===== config.mk =====
export PLATFORM = sky130hd
export DESIGN_NAME = xy_move_sequencer
export DESIGN_NICKNAME = d
export VERILOG_FILES = /design/src/rtl/xy_move_sequencer.sv
export SDC_FILE = /design/constraint.sdc
export NUM_CORES = 1
export LEC_CHECK = 0
export BUFFER_PORTS_ARGS = -buffer_cell sky130_fd_sc_hd__buf_2
export CAP_MARGIN = 30
export CORE_ASPECT_RATIO = 1.25
export CORE_UTILIZATION = 60
export CTS_BUF_LIST = sky130_fd_sc_hd__clkbuf_2 sky130_fd_sc_hd__clkbuf_4 sky130_fd_sc_hd__clkbuf_8
export CTS_CLUSTER_SIZE = 12
export DETAILED_ROUTE_END_ITERATION = 10
export GPL_ROUTABILITY_DRIVEN = 0
export PLACE_DENSITY = 0.82
export SYNTH_ARGS = -nofsm -noshare
export SYNTH_HDL_FRONTEND = slang
export SYNTH_SLANG_ARGS = --single-unit
export TNS_END_PERCENT = 1

===== constraint.sdc =====
create_clock -name clk -period 3.9 [get_ports clk]
set_clock_uncertainty 0.05 [all_clocks]
set_input_delay 0.78 -clock clk [delete_from_list [all_inputs] [get_ports clk]]
set_output_delay 0.78 -clock clk [all_outputs]
set_load 0.05 [all_outputs]

===== src/rtl/xy_move_sequencer.sv =====
// Gantry X/Y move sequencer: turns absolute targets or a homing request into
// per-axis direction/step commands and walks X then Y through the go/done handshake.
module xy_move_sequencer #(
  parameter logic [11:0] MAX_X       = 12'd2000,
  parameter logic [11:0] MAX_Y       = 12'd2000,
  parameter logic [11:0] HOME_MARGIN = 12'd100
) (
  input  logic        clk,
  input  logic        reset,
  input  logic        cmd_valid,
  input  logic        cmd_home,
  input  logic [11:0] cmd_x,
  input  logic [11:0] cmd_y,
  output logic        cmd_ready,
  output logic        cmd_err,
  output logic        busy,
  output logic        move_done,
  output logic        fault,
  output logic        homed,
  output logic [11:0] pos_x,
  output logic [11:0] pos_y,
  output logic        x_go,
  output logic        x_fwd,
  output logic [11:0] x_steps,
  input  logic        x_done,
  input  logic        x_boundary,
  output logic        y_go,
  output logic        y_fwd,
  output logic [11:0] y_steps,
  input  logic        y_done,
  input  logic        y_boundary
);

  localparam int unsigned W = 12;

  // Homing travel always overshoots the axis length; saturate instead of wrapping.
  localparam logic [W:0]   HX_SUM = {1'b0, MAX_X} + {1'b0, HOME_MARGIN};
  localparam logic [W:0]   HY_SUM = {1'b0, MAX_Y} + {1'b0, HOME_MARGIN};
  localparam logic [W-1:0] HOME_X = HX_SUM[W] ? {W{1'b1}} : HX_SUM[W-1:0];
  localparam logic [W-1:0] HOME_Y = HY_SUM[W] ? {W{1'b1}} : HY_SUM[W-1:0];

  typedef enum logic [3:0] {
    IDLE, X_RUN, X_REL, Y_RUN, Y_REL, HX_RUN, HX_REL, HY_RUN, HY_REL, FIN
  } state_t;

  state_t         state_q, state_d;
  logic [W-1:0]   tgt_x_q, tgt_x_d, tgt_y_q, tgt_y_d;
  logic [W-1:0]   pos_x_q, pos_x_d, pos_y_q, pos_y_d;
  logic [W-1:0]   x_steps_q, x_steps_d, y_steps_q, y_steps_d;
  logic           x_fwd_q, x_fwd_d, y_fwd_q, y_fwd_d;
  logic           x_go_q, x_go_d, y_go_q, y_go_d;
  logic           bnd_q, bnd_d;
  logic           fault_q, fault_d, homed_q, homed_d;
  logic           cmd_err_q, cmd_err_d, move_done_q, move_done_d;
  logic           cmd_ready_q, cmd_ready_d, busy_q, busy_d;

  logic           x_fwd_cmd, y_fwd_mv;
  logic [W-1:0]   x_steps_cmd, y_steps_mv;

  // Direction and distance for the axis about to start.
  assign x_fwd_cmd   = (cmd_x >= pos_x_q);
  assign x_steps_cmd = x_fwd_cmd ? (cmd_x - pos_x_q) : (pos_x_q - cmd_x);
  assign y_fwd_mv    = (tgt_y_q >= pos_y_q);
  assign y_steps_mv  = y_fwd_mv ? (tgt_y_q - pos_y_q) : (pos_y_q - tgt_y_q);

  always_comb begin
    state_d   = state_q;
    tgt_x_d   = tgt_x_q;
    tgt_y_d   = tgt_y_q;
    pos_x_d   = pos_x_q;
    pos_y_d   = pos_y_q;
    x_steps_d = x_steps_q;
    y_steps_d = y_steps_q;
    x_fwd_d   = x_fwd_q;
    y_fwd_d   = y_fwd_q;
    x_go_d    = x_go_q;
    y_go_d    = y_go_q;
    bnd_d     = bnd_q;
    fault_d   = fault_q;
    homed_d   = homed_q;
    cmd_err_d = 1'b0;

    case (state_q)
      IDLE: begin
        if (cmd_valid) begin
          if (cmd_home) begin
            state_d   = HX_RUN;
            x_fwd_d   = 1'b0;
            x_steps_d = HOME_X;
            bnd_d     = 1'b0;
          end else if (!homed_q || (cmd_x > MAX_X) || (cmd_y > MAX_Y)) begin
            cmd_err_d = 1'b1;
          end else begin
            state_d   = X_RUN;
            tgt_x_d   = cmd_x;
            tgt_y_d   = cmd_y;
            x_fwd_d   = x_fwd_cmd;
            x_steps_d = x_steps_cmd;
            bnd_d     = 1'b0;
          end
        end
      end
      X_RUN: begin
        if (x_boundary) bnd_d = 1'b1;
        if (x_steps_q == '0) begin
          state_d   = Y_RUN;
          y_fwd_d   = y_fwd_mv;
          y_steps_d = y_steps_mv;
          bnd_d     = 1'b0;
        end else if (x_go_q && x_done) begin
          x_go_d  = 1'b0;
          state_d = X_REL;
        end else begin
          x_go_d = 1'b1;
        end
      end
      X_REL: begin
        if (bnd_q) begin
          fault_d = 1'b1;
          homed_d = 1'b0;
          state_d = FIN;
        end else begin
          pos_x_d   = tgt_x_q;
          state_d   = Y_RUN;
          y_fwd_d   = y_fwd_mv;
          y_steps_d = y_steps_mv;
          bnd_d     = 1'b0;
        end
      end
      Y_RUN: begin
        if (y_boundary) bnd_d = 1'b1;
        if (y_steps_q == '0) begin
          state_d = FIN;
        end else if (y_go_q && y_done) begin
          y_go_d  = 1'b0;
          state_d = Y_REL;
        end else begin
          y_go_d = 1'b1;
        end
      end
      Y_REL: begin
        if (bnd_q) begin
          fault_d = 1'b1;
          homed_d = 1'b0;
        end else begin
          pos_y_d = tgt_y_q;
        end
        state_d = FIN;
      end
      HX_RUN: begin
        if (x_boundary) bnd_d = 1'b1;
        if (x_go_q && x_done) begin
          x_go_d  = 1'b0;
          state_d = HX_REL;
        end else begin
          x_go_d = 1'b1;
        end
      end
      // Homing succeeds only if the end-stop was actually reached.
      HX_REL: begin
        if (bnd_q) begin
          pos_x_d   = '0;
          state_d   = HY_RUN;
          y_fwd_d   = 1'b0;
          y_steps_d = HOME_Y;
          bnd_d     = 1'b0;
        end else begin
          fault_d = 1'b1;
          homed_d = 1'b0;
          state_d = FIN;
        end
      end
      HY_RUN: begin
        if (y_boundary) bnd_d = 1'b1;
        if (y_go_q && y_done) begin
          y_go_d  = 1'b0;
          state_d = HY_REL;
        end else begin
          y_go_d = 1'b1;
        end
      end
      HY_REL: begin
        if (bnd_q) begin
          pos_y_d = '0;
          homed_d = 1'b1;
          fault_d = 1'b0;
        end else begin
          fault_d = 1'b1;
          homed_d = 1'b0;
        end
        state_d = FIN;
      end
      FIN:     state_d = IDLE;
      default: state_d = IDLE;
    endcase

    move_done_d = (state_d == FIN);
    cmd_ready_d = (state_d == IDLE);
    busy_d      = (state_d != IDLE);
  end

  always_ff @(posedge clk or posedge reset) begin
    if (reset) begin
      state_q     <= IDLE;
      tgt_x_q     <= '0;
      tgt_y_q     <= '0;
      pos_x_q     <= '0;
      pos_y_q     <= '0;
      x_steps_q   <= '0;
      y_steps_q   <= '0;
      x_fwd_q     <= 1'b0;
      y_fwd_q     <= 1'b0;
      x_go_q      <= 1'b0;
      y_go_q      <= 1'b0;
      bnd_q       <= 1'b0;
      fault_q     <= 1'b0;
      homed_q     <= 1'b0;
      cmd_err_q   <= 1'b0;
      move_done_q <= 1'b0;
      cmd_ready_q <= 1'b1;
      busy_q      <= 1'b0;
    end else begin
      state_q     <= state_d;
      tgt_x_q     <= tgt_x_d;
      tgt_y_q     <= tgt_y_d;
      pos_x_q     <= pos_x_d;
      pos_y_q     <= pos_y_d;
      x_steps_q   <= x_steps_d;
      y_steps_q   <= y_steps_d;
      x_fwd_q     <= x_fwd_d;
      y_fwd_q     <= y_fwd_d;
      x_go_q      <= x_go_d;
      y_go_q      <= y_go_d;
      bnd_q       <= bnd_d;
      fault_q     <= fault_d;
      homed_q     <= homed_d;
      cmd_err_q   <= cmd_err_d;
      move_done_q <= move_done_d;
      cmd_ready_q <= cmd_ready_d;
      busy_q      <= busy_d;
    end
  end

  assign cmd_ready = cmd_ready_q;
  assign cmd_err   = cmd_err_q;
  assign busy      = busy_q;
  assign move_done = move_done_q;
  assign fault     = fault_q;
  assign homed     = homed_q;
  assign pos_x     = pos_x_q;
  assign pos_y     = pos_y_q;
  assign x_go      = x_go_q;
  assign x_fwd     = x_fwd_q;
  assign x_steps   = x_steps_q;
  assign y_go      = y_go_q;
  assign y_fwd     = y_fwd_q;
  assign y_steps   = y_steps_q;

endmodule


==> impl_metrics.csv, run 1 <==
group,metric,value,unit
floorplan,initial_core_util,61.5,%
clock_tree,path_clk_slew,90,ps
route,first_iter_violations,387,
hold_path,hp-class,"input pin to asynchronous set/reset pin",
clock_tree,clock_latency,380,ps
floorplan,ios,90,
global_routing,overflow,0,
placement,place_inst,839,
pwr,leakagePower,0.00322,uW
timing,finalHoldViolCount,0,
worst_setup_path,critPathMaxFanout,9,
clock_tree,cts.repair.resized,0,
route,post_drt_wl_per_cell,17.6,um
route,ant_nets,0,
logic_synthesis,yosys_warnings,0,
worst_setup_path,required,4120,ps
clock_tree,root_buffer,"clkbuf_8",
floorplan,core_area,9560,um^2
placement,hpwlAfterDp,11.4,mm
layout,final_core_util,69.4,%
clock_tree,h-tree-depth,3,
worst_setup_path,path_common_cell,"inv_1",
logic_synthesis,ys_types,74,
timing,period_share,79.9,%
logic_synthesis,avgSynthCellArea,9.13,um^2
logic_synthesis,synth-seq-area-share,37.1,%
floorplan,die_w,90.5,um
worst_setup_path,reg2reg_to,"y_steps[10]",
clock_tree,cts_buffer_depth,2,
global_routing,grt_pass1_vias,5055,
logic_synthesis,synth_flop_cell,"dfrtp_1",
worst_setup_path,crit_chain,"inv_1 -> ha_1 -> inv_1 -> fa_1 -> a21o_1 -> a211oi_2 -> o21bai_2 -> or2_1 -> and3_1 -> or3_1 -> a32o_1",
worst_setup_path,cpPeakStageDelay,440,ps
worst_setup_path,start_kind,"flop",
route,dr.pass1.iters,7,
logic_synthesis,yosysTopAreaCell,"dfrtp_1",
worst_setup_path,r2r-start,"tgt_y_q[0]",
pwr,ir_worst_vdd,0.448,mV
timing,tightest_slew,703,ps
worst_setup_path,critPathSlowestCell,"dfrtp_1",
route,vias_per_cell,6.16,
logic_synthesis,syn_nets,726,
global_routing,grt_max_degree,36,
route,via_count,5270,
clock_tree,hold_buffers,0,
logic_synthesis,synthesis.area,5880,um^2
global_routing,groute.usage.overall,30.5,%
logic_synthesis,synth_edf_count,0,
logic_synthesis,synth.top_cell.area_share,36.6,%
worst_setup_path,worstSetupPathType,"flop to flop",
placement,port_buffers,89,
route,drc,0,
floorplan,dieArea,10200,um^2
clock_tree,cts_setup_buffers,0,
timing,max_freq,321,MHz
worst_setup_path,cp.arrival,3330,ps
pwr,powerDensity,995,nW/um^2
global_routing,antenna_found_initial,1,
logic_synthesis,ys_ff_latch,87,
timing,tns,0,ps
layout,nets,806,
route,totalWireLength,15.0,mm
layout,instances_no_fill,856,
clock_tree,clock_sinks,87,
layout,area_delta_synth_final,12.9,%
clock_tree,numCtsBuffers,9,
timing,finalSetupViolCount,0,
floorplan,dieHeight,113,um
timing,relSlewSlack,51.9,%
timing,final_max_slew_viol_count,0,
floorplan,fp-row-count,40,
logic_synthesis,synth_area_leaders,"dfrtp_1, ha_1, inv_1",
worst_setup_path,endpoint_kind,"flop",
timing,rsz0062_at_grt,"no",
logic_synthesis,synthArstFlopShare,100,%
flow_run,drv_cap,0,
worst_setup_path,rrSetupSlack,780,ps
worst_setup_path,reg2reg_depth,11,
timing,fin_crit,3120,ps
layout,layout-drive-gt1-share,21.5,%
outcome,status,"completed",
global_routing,grt_pass1_wl,24.5,mm
logic_synthesis,syn_inst,644,
clock_tree,tritoncts,"yes",
## per-stage QoR
stage | cell area, um^2 | hold WS [ps] | setup slack, ps | power (uW)
after floorplan | 5880 | 400 | 754 | 4980
after global placement | 6420 | 413 | 564 | 5710
after detailed placement | 6430 | 420 | 450 | 5850
after CTS | 6630 | 336 | 812 | 6530
after global routing | 6630 | 364 | 632 | 7020
final | 6640 | 340 | 783 | 6600
## cells by family (layout without fill, tap and decap cells)
kind of cell | after synthesis | count (layout) | synth area share, %
AOI/OAI and AO/OA | 186 | 186 | 21.9
xor gates and xnor gates | 12 | 12 | 1.79
adders and majority gates | 50 | 50 | 11.2
buffers and inverters | 94 | 179 | 6.62
DFF | 87 | 87 | 37.1
muxes | 30 | 30 | 5.45
other | 0 | 1 | 0
and+or+nand+nor | 185 | 185 | 16.0
## how the worst max path moves through the flow
stage | start | end | cells after the start
3_5_place_dp | cmd_x[0] | x_steps[11] | 13
2_1_floorplan | cmd_x[0] | x_steps[11] | 11
6_report | tgt_y_q[0] | y_steps[10] | 11
3_3_place_gp | cmd_x[0] | x_steps[11] | 13
5_1_grt | tgt_y_q[0] | y_steps[5] | 11
4_1_cts | tgt_y_q[0] | y_steps[10] | 11
## power by group
| part | switching [uW] | total [uW] | internal, uW |
|---|---|---|---|
| Clock | 334 | 664 | 330 |
| Combinational | 2780 | 4400 | 1620 |
| Sequential | 325 | 1540 | 1210 |
| Total | 3440 | 6600 | 3160 |
## cells in the final DEF, fill, tap and decap left out, types with 16 or more instances in the layout
| cell | count |
|---|---|
| o21ai_0 | 44 |
| buf_2 | 89 |
| ha_1 | 46 |
| a21oi_1 | 34 |
| nand2_1 | 59 |
| inv_1 | 62 |
| dfrtp_1 | 86 |
| nor3_1 | 17 |
| a22o_1 | 24 |
| mux2_2 | 16 |
| nor2_1 | 28 |
## critical path, delay by kind of cell, from the launching register on
family	cells	cell delay (ps)
adder cells (fa/ha/maj)	2	530
buffers and inverters	2	130
AO/OA/AOI/OAI	4	880
AND/OR/NAND/NOR	3	960
flip-flops	1	440
## metal layers
layer	GRT usage [%]	vias to the layer above	wire length, um
met4	15.4	0	500
met3	4.67	40	894
li1	-	2466	-
met2	53.0	216	7590
met1	36.5	2548	6070
met5	0	-	0
## synthesized netlist by cell type, drive strengths merged (4+ instances only)
cell type	count
nor2b	5
nand4	6
xor2	6
ha	46
dfrtp	86
o2bb2ai	4
nand2	59
o21ai	46
a22o	24
clkbuf	18
nor2	29
a31oi	15
xnor2	6
buf	13
nand3	13
nor4	9
and2	4
a21o	11
and4	6
mux2i	14
and3	12
or3	6
o21a	4
a21oi	36
or2	7
nor3	17
a211oi	8
inv	63
fa	4
mux2	16
nand2b	7
## sequential cells by signal, indices dropped and copies added (netlist names), 4 cells and up
name,flops
pos_x,12
pos_y,12
tgt_x_q,12
tgt_y_q,12
x_steps,12
y_steps,12
state_q,4
## cell type report
type | count | area (um^2)
flip-flops and latches | 87 | 2180
clock inverters | 4 | 53.8
inverters | 63 | 238
diodes | 1 | 2.50
repair buffers | 100 | 528
clock buffers | 12 | 153
fillers | 778 | 2920
multi-input cells | 463 | 3320
well taps | 126 | 158
Power figures use the tool's default switching activity.
==> run 2, diff against run 1 <==
CORE_UTILIZATION = 54   (was 60)
PLACE_DENSITY = 0.77   (was 0.82)
clock period = 2.6 ns   (was 3.9 ns; I/O delays follow)
==> run 2 against run 1 <==
- the run now ends with negative setup slack left
- register-to-register slack worse by 1100 ps
- utilization up 1.9 points
- maximum frequency up 8.2%
- non-clock buffer count up 103
- sequential share of layout area down 4.0 points
- worst setup slack worse by 1100 ps
- die area up 11%
- wire length up 22%
==> impl_metrics.csv, run 2 (synthesis results as in run 1) <==
group,metric,value,unit
route,dr.pass1.iters,5,
clock_tree,cts_buffer_depth,2,
route,ant_nets,0,
timing,fin_crit,2880,ps
global_routing,groute.usage.overall,32.2,%
worst_setup_path,r2r-start,"tgt_y_q[0]",
timing,final_max_slew_viol_count,0,
global_routing,grt_pass1_vias,5851,
global_routing,grt_max_degree,33,
route,vias_per_cell,6.21,
floorplan,core_area,10600,um^2
clock_tree,numCtsBuffers,9,
route,post_drt_wl_per_cell,19.0,um
worst_setup_path,critPathMaxFanout,4,
worst_setup_path,worstSetupPathType,"flop to flop",
route,totalWireLength,18.3,mm
layout,layout-drive-gt1-share,33.9,%
clock_tree,root_buffer,"clkbuf_8",
worst_setup_path,crit_path_start,"tgt_y_q[0]",
worst_setup_path,required,2810,ps
timing,relSlewSlack,51.8,%
floorplan,ios,90,
global_routing,grt_pass1_wl,28.3,mm
worst_setup_path,cpPeakStageDelay,390,ps
clock_tree,path_clk_slew,90,ps
global_routing,antenna_found_initial,0,
route,first_iter_violations,495,
flow_run,drv_cap,0,
worst_setup_path,cp-endpoint,"y_steps[9]",
floorplan,dieArea,11300,um^2
route,drc,0,
timing,finalHoldViolCount,0,
worst_setup_path,cp.arrival,3090,ps
timing,worst_slack,-281,ps
timing,finalSetupViolCount,15,
clock_tree,h-tree-depth,3,
floorplan,die_w,95.3,um
worst_setup_path,rrSetupSlack,-280,ps
timing,hold-worst-slack,170,ps
timing,rsz0062_at_grt,"yes",
floorplan,fp-row-count,42,
layout,nets,909,
timing,tightest_slew,719,ps
hold_path,hp-class,"input pin to asynchronous set/reset pin",
placement,port_buffers,89,
placement,hpwlAfterDp,13.2,mm
layout,antenna_cells,0,
floorplan,dieHeight,119,um
route,via_count,5986,
floorplan,initial_core_util,55.4,%
clock_tree,clock_sinks,87,
worst_setup_path,start_kind,"flop",
worst_setup_path,crit_chain,"inv_1 -> ha_2 -> inv_2 -> fa_2 -> a21o_1 -> a211oi_2 -> o21bai_2 -> buf_6 -> nor2_4 -> buf_4 -> nor3_1 -> o2111a_1 -> a221o_1",
clock_tree,clock_latency,370,ps
layout,area_delta_synth_final,28.8,%
worst_setup_path,endpoint_kind,"flop",
timing,period_share,111,%
worst_setup_path,reg2reg_to,"y_steps[9]",
timing,max_freq,347,MHz
worst_setup_path,reg2reg_depth,13,
clock_tree,tritoncts,"yes",
global_routing,overflow,0,
worst_setup_path,critPathSlowestCell,"dfrtp_1",
outcome,violations,"negative setup slack",
layout,layout_commonest_cell,"buf_4",
outcome,status,"complete, but fails checks",
layout,layout_common_cells,"buf_4, buf_2, dfrtp_1",
==> run 2: changes by cell type in the layout (fill, tap and decap cells not counted), moves of 3 or more <==
cell	previous run	this run
dfrtp_1	86	83
buf_4	11	108
mux2i_1	14	11
o21ai_1	2	8
buf_6	0	3
buf_12	0	3
mux2i_2	0	3
o21ai_0	44	37
clkinvlp_4	2	5
dfrtp_2	0	3
==> run 2: critical path, delay by kind of cell (launching register included) <==
kind / cells / cell delay [ps]
compound gates: 5 / 1180
fa+ha+maj: 2 / 540
buf+inv: 4 / 390
flops: 1 / 390
simple gates: 2 / 210
==> run 2: worst min path at each step <==
stage | start | to | slack, ps
floorplan | tgt_x_q[0] | tgt_x_q[0] | 400
global placement | y_fwd | y_fwd | 410
detailed placement | x_fwd | x_fwd | 410
CTS | reset | tgt_y_q[2] | 180
global route | reset | tgt_y_q[2] | 200
finish | reset | tgt_y_q[2] | 170
==> run 2: per-stage QoR <==
step	cell area [um^2]	utilization (%)	worst slack, ps	setup TNS, ps	std cells
floorplan	5890	-	-378	-3540	644
global placement	7160	67.5	-344	-10220	936
detailed placement	7170	67.5	-402	-12700	937
CTS	7470	70.4	-161	-1280	959
global route	7570	71.4	-512	-6530	964
finish	7570	71.4	-281	-2990	964
==> run 2: area by class of cell <==
class / count / area, um^2
inverter: 63 / 240
clock inverter: 6 / 68.8
multi-input combinational: 463 / 3440
timing repair buffer: 203 / 1350
fill: 806 / 3040
clock buffer: 10 / 131
tap: 132 / 165
sequential: 87 / 2180
==> run 2: per-layer routing <==
layer / GRT usage (%) / routed length [um] / share of wire, % / vias up
li1: - / - / - / 2667
met1: 36.6 / 6720 / 37 / 2874
met2: 55.8 / 9320 / 51 / 335
met4: 16.8 / 1070 / 5.8 / 0
met5: 0 / 0 / 0 / -
met3: 6.11 / 1240 / 6.8 / 110
==> run 2: what timing repair did <==
| item | CTS | global route |
|---|---|---|
| endpoints found under the setup margin | 17 | 43 |
| pin swaps | 24 | 11 |
| gates resized for setup | 19 | 16 |
| hold buffers | 0 | 0 |
| setup buffers | 6 | 6 |
Power of run 2 is left out: the tool's default activity adds up to more than one toggle a clock period on the data nets, which glitch-free logic cannot reach.
==> run 3, diff against run 2 <==
CORE_UTILIZATION = 45   (was 54)
PLACE_DENSITY = 0.66   (was 0.77)
==> run 3 against run 2 <==
- the flow still finishes with violations (negative setup slack)
- non-clock buffer count decreased by 12
- final cell count grew 2.5%
- register-to-register slack better by 140 ps
- wire length down 9.9%
- worst hold slack worse by 20 ps
- utilization is 12 points lower
- sequential cell count did not move
- worst setup slack better by 140 ps
- global-route usage shrank 7.6 points
==> impl_metrics.csv, run 3 (synthesis results as in run 1) <==
group,metric,value,unit
clock_tree,h-tree-depth,3,
pwr,power,11400,uW
floorplan,initial_core_util,46.2,%
placement,place_inst,972,
route,ant_nets,0,
timing,tns,-547,ps
global_routing,grt_max_degree,45,
clock_tree,hold_buffers,0,
route,post_drt_wl_per_cell,16.7,um
layout,antenna_cells,0,
worst_setup_path,worstSetupPathType,"flop to flop",
worst_setup_path,path_common_cell,"inv_1",
clock_tree,numCtsBuffers,9,
timing,hold-worst-slack,150,ps
worst_setup_path,cp.buffers_inverters,2,
floorplan,ios,90,
clock_tree,cts_setup_buffers,0,
layout,nFillCells,1117,
worst_setup_path,critPathMaxFanout,3,
layout,area_delta_synth_final,27.4,%
hold_path,hp-class,"input pin to asynchronous set/reset pin",
layout,layout_common_cells,"buf_4, buf_2, dfrtp_1",
clock_tree,cts_buffer_depth,2,
clock_tree,clock_latency,360,ps
worst_setup_path,cpPeakStageDelay,430,ps
pwr,leakagePower,0.00367,uW
floorplan,core_area,12700,um^2
clock_tree,path_clk_slew,90,ps
worst_setup_path,required,2800,ps
floorplan,die_w,104,um
outcome,status,"complete, but fails checks",
timing,final_max_slew_viol_count,0,
layout,layout_commonest_cell,"buf_4",
timing,finalHoldViolCount,0,
worst_setup_path,start_kind,"flop",
timing,finalSetupViolCount,7,
timing,max_freq,365,MHz
global_routing,groute.usage.overall,24.6,%
global_routing,grt_pass1_wl,26.5,mm
timing,period_share,105,%
timing,fin_crit,2740,ps
pwr,powerDensity,1520,nW/um^2
layout,instances_no_fill,988,
global_routing,grt_pass1_vias,5548,
placement,place_area,7210,um^2
worst_setup_path,crit_family,"compound AO/OA/AOI/OAI gates",
floorplan,dieArea,13500,um^2
route,drc,0,
worst_setup_path,cp.arrival,2940,ps
timing,rsz0062_at_grt,"yes",
global_routing,overflow,0,
flow_run,drv_cap,0,
clock_tree,tritoncts,"yes",
placement,port_buffers,89,
worst_setup_path,r2r-start,"pos_y[0]",
floorplan,dieHeight,130,um
layout,final_area,7490,um^2
worst_setup_path,critPathSlowestCell,"dfrtp_2",
outcome,violations,"negative setup slack",
worst_setup_path,reg2reg_to,"y_steps[10]",
layout,layout-drive-gt1-share,33.0,%
global_routing,antenna_found_initial,1,
timing,tightest_slew,690,ps
timing,worst_slack,-140,ps
layout,nets,897,
route,dr.pass1.iters,6,
worst_setup_path,endpoint_kind,"flop",
worst_setup_path,rrSetupSlack,-140,ps
route,vias_per_cell,5.64,
timing,relSlewSlack,52.8,%
clock_tree,clock_sinks,87,
floorplan,fp-row-count,46,
placement,hpwlAfterDp,13.0,mm
route,totalWireLength,16.5,mm
route,first_iter_violations,395,
worst_setup_path,crit_chain,"inv_1 -> ha_1 -> inv_1 -> fa_1 -> a21o_2 -> a221oi_2 -> o21ai_1 -> a31oi_1 -> nor2_1 -> or3_1 -> a32o_1",
route,via_count,5571,
clock_tree,root_buffer,"clkbuf_8",
worst_setup_path,reg2reg_depth,11,
pwr,ir_worst_vdd,0.879,mV
run 3: cell types whose count changed in the layout (fill, tap and decap cells not counted), sizes merged:
cell / change
buf: -12
clkinvlp: -1
clkbuf: -1
clkinv: +2
run 3: cell type report:
class	instances	area, um^2	share of cell area [%]
tap	168	210	2.81
clock inverter	7	71.3	0.952
clock buffer	9	124	1.65
sequential	87	2180	29.1
multi-input combinational	463	3410	45.5
timing repair buffer	191	1250	16.7
inverter	63	240	3.21
run 3: metal layers:
metal  routed length [um]  vias to the layer above  global-route usage [%]
met1                 6830                     2665                    28.2
met5                   10                        -                       0
met4                  690                        2                    13.5
li1                     -                     2653                       -
met3                  680                       58                    3.55
met2                 8320                      193                    44.6
run 3: timing repair:
item | in CTS | in global routing
pin swaps | 18 | 2
endpoints found under the setup margin | 15 | 19
gates resized for setup | 20 | 7
run 3: how the worst max path moves through the flow:
| stage | depth (start not counted) | slack [ps] | to | from |
|---|---|---|---|---|
| 2_1_floorplan | 9 | -380 | x_steps[11] | pos_x[1] |
| 3_3_place_gp | 12 | -330 | x_fwd | cmd_x[0] |
| 3_5_place_dp | 13 | -460 | x_steps[6] | cmd_x[0] |
| 4_1_cts | 11 | -100 | y_steps[10] | tgt_y_q[0] |
| 5_1_grt | 12 | -240 | y_steps[5] | tgt_y_q[0] |
| 6_report | 11 | -140 | y_steps[10] | pos_y[0] |
run 3: power by group:
part	switching (uW)	internal, uW
clock	516	444
combinational	4680	3560
sequential	386	1820
total	5580	5820
run 3: through the flow:
step | setup WS [ps] | utilization (%)
2_1_floorplan | -378 | -
3_3_place_gp | -328 | 56.6
3_5_place_dp | -461 | 56.6
4_1_cts | -104 | 58.7
5_1_grt | -240 | 58.9
6_report | -140 | 58.9
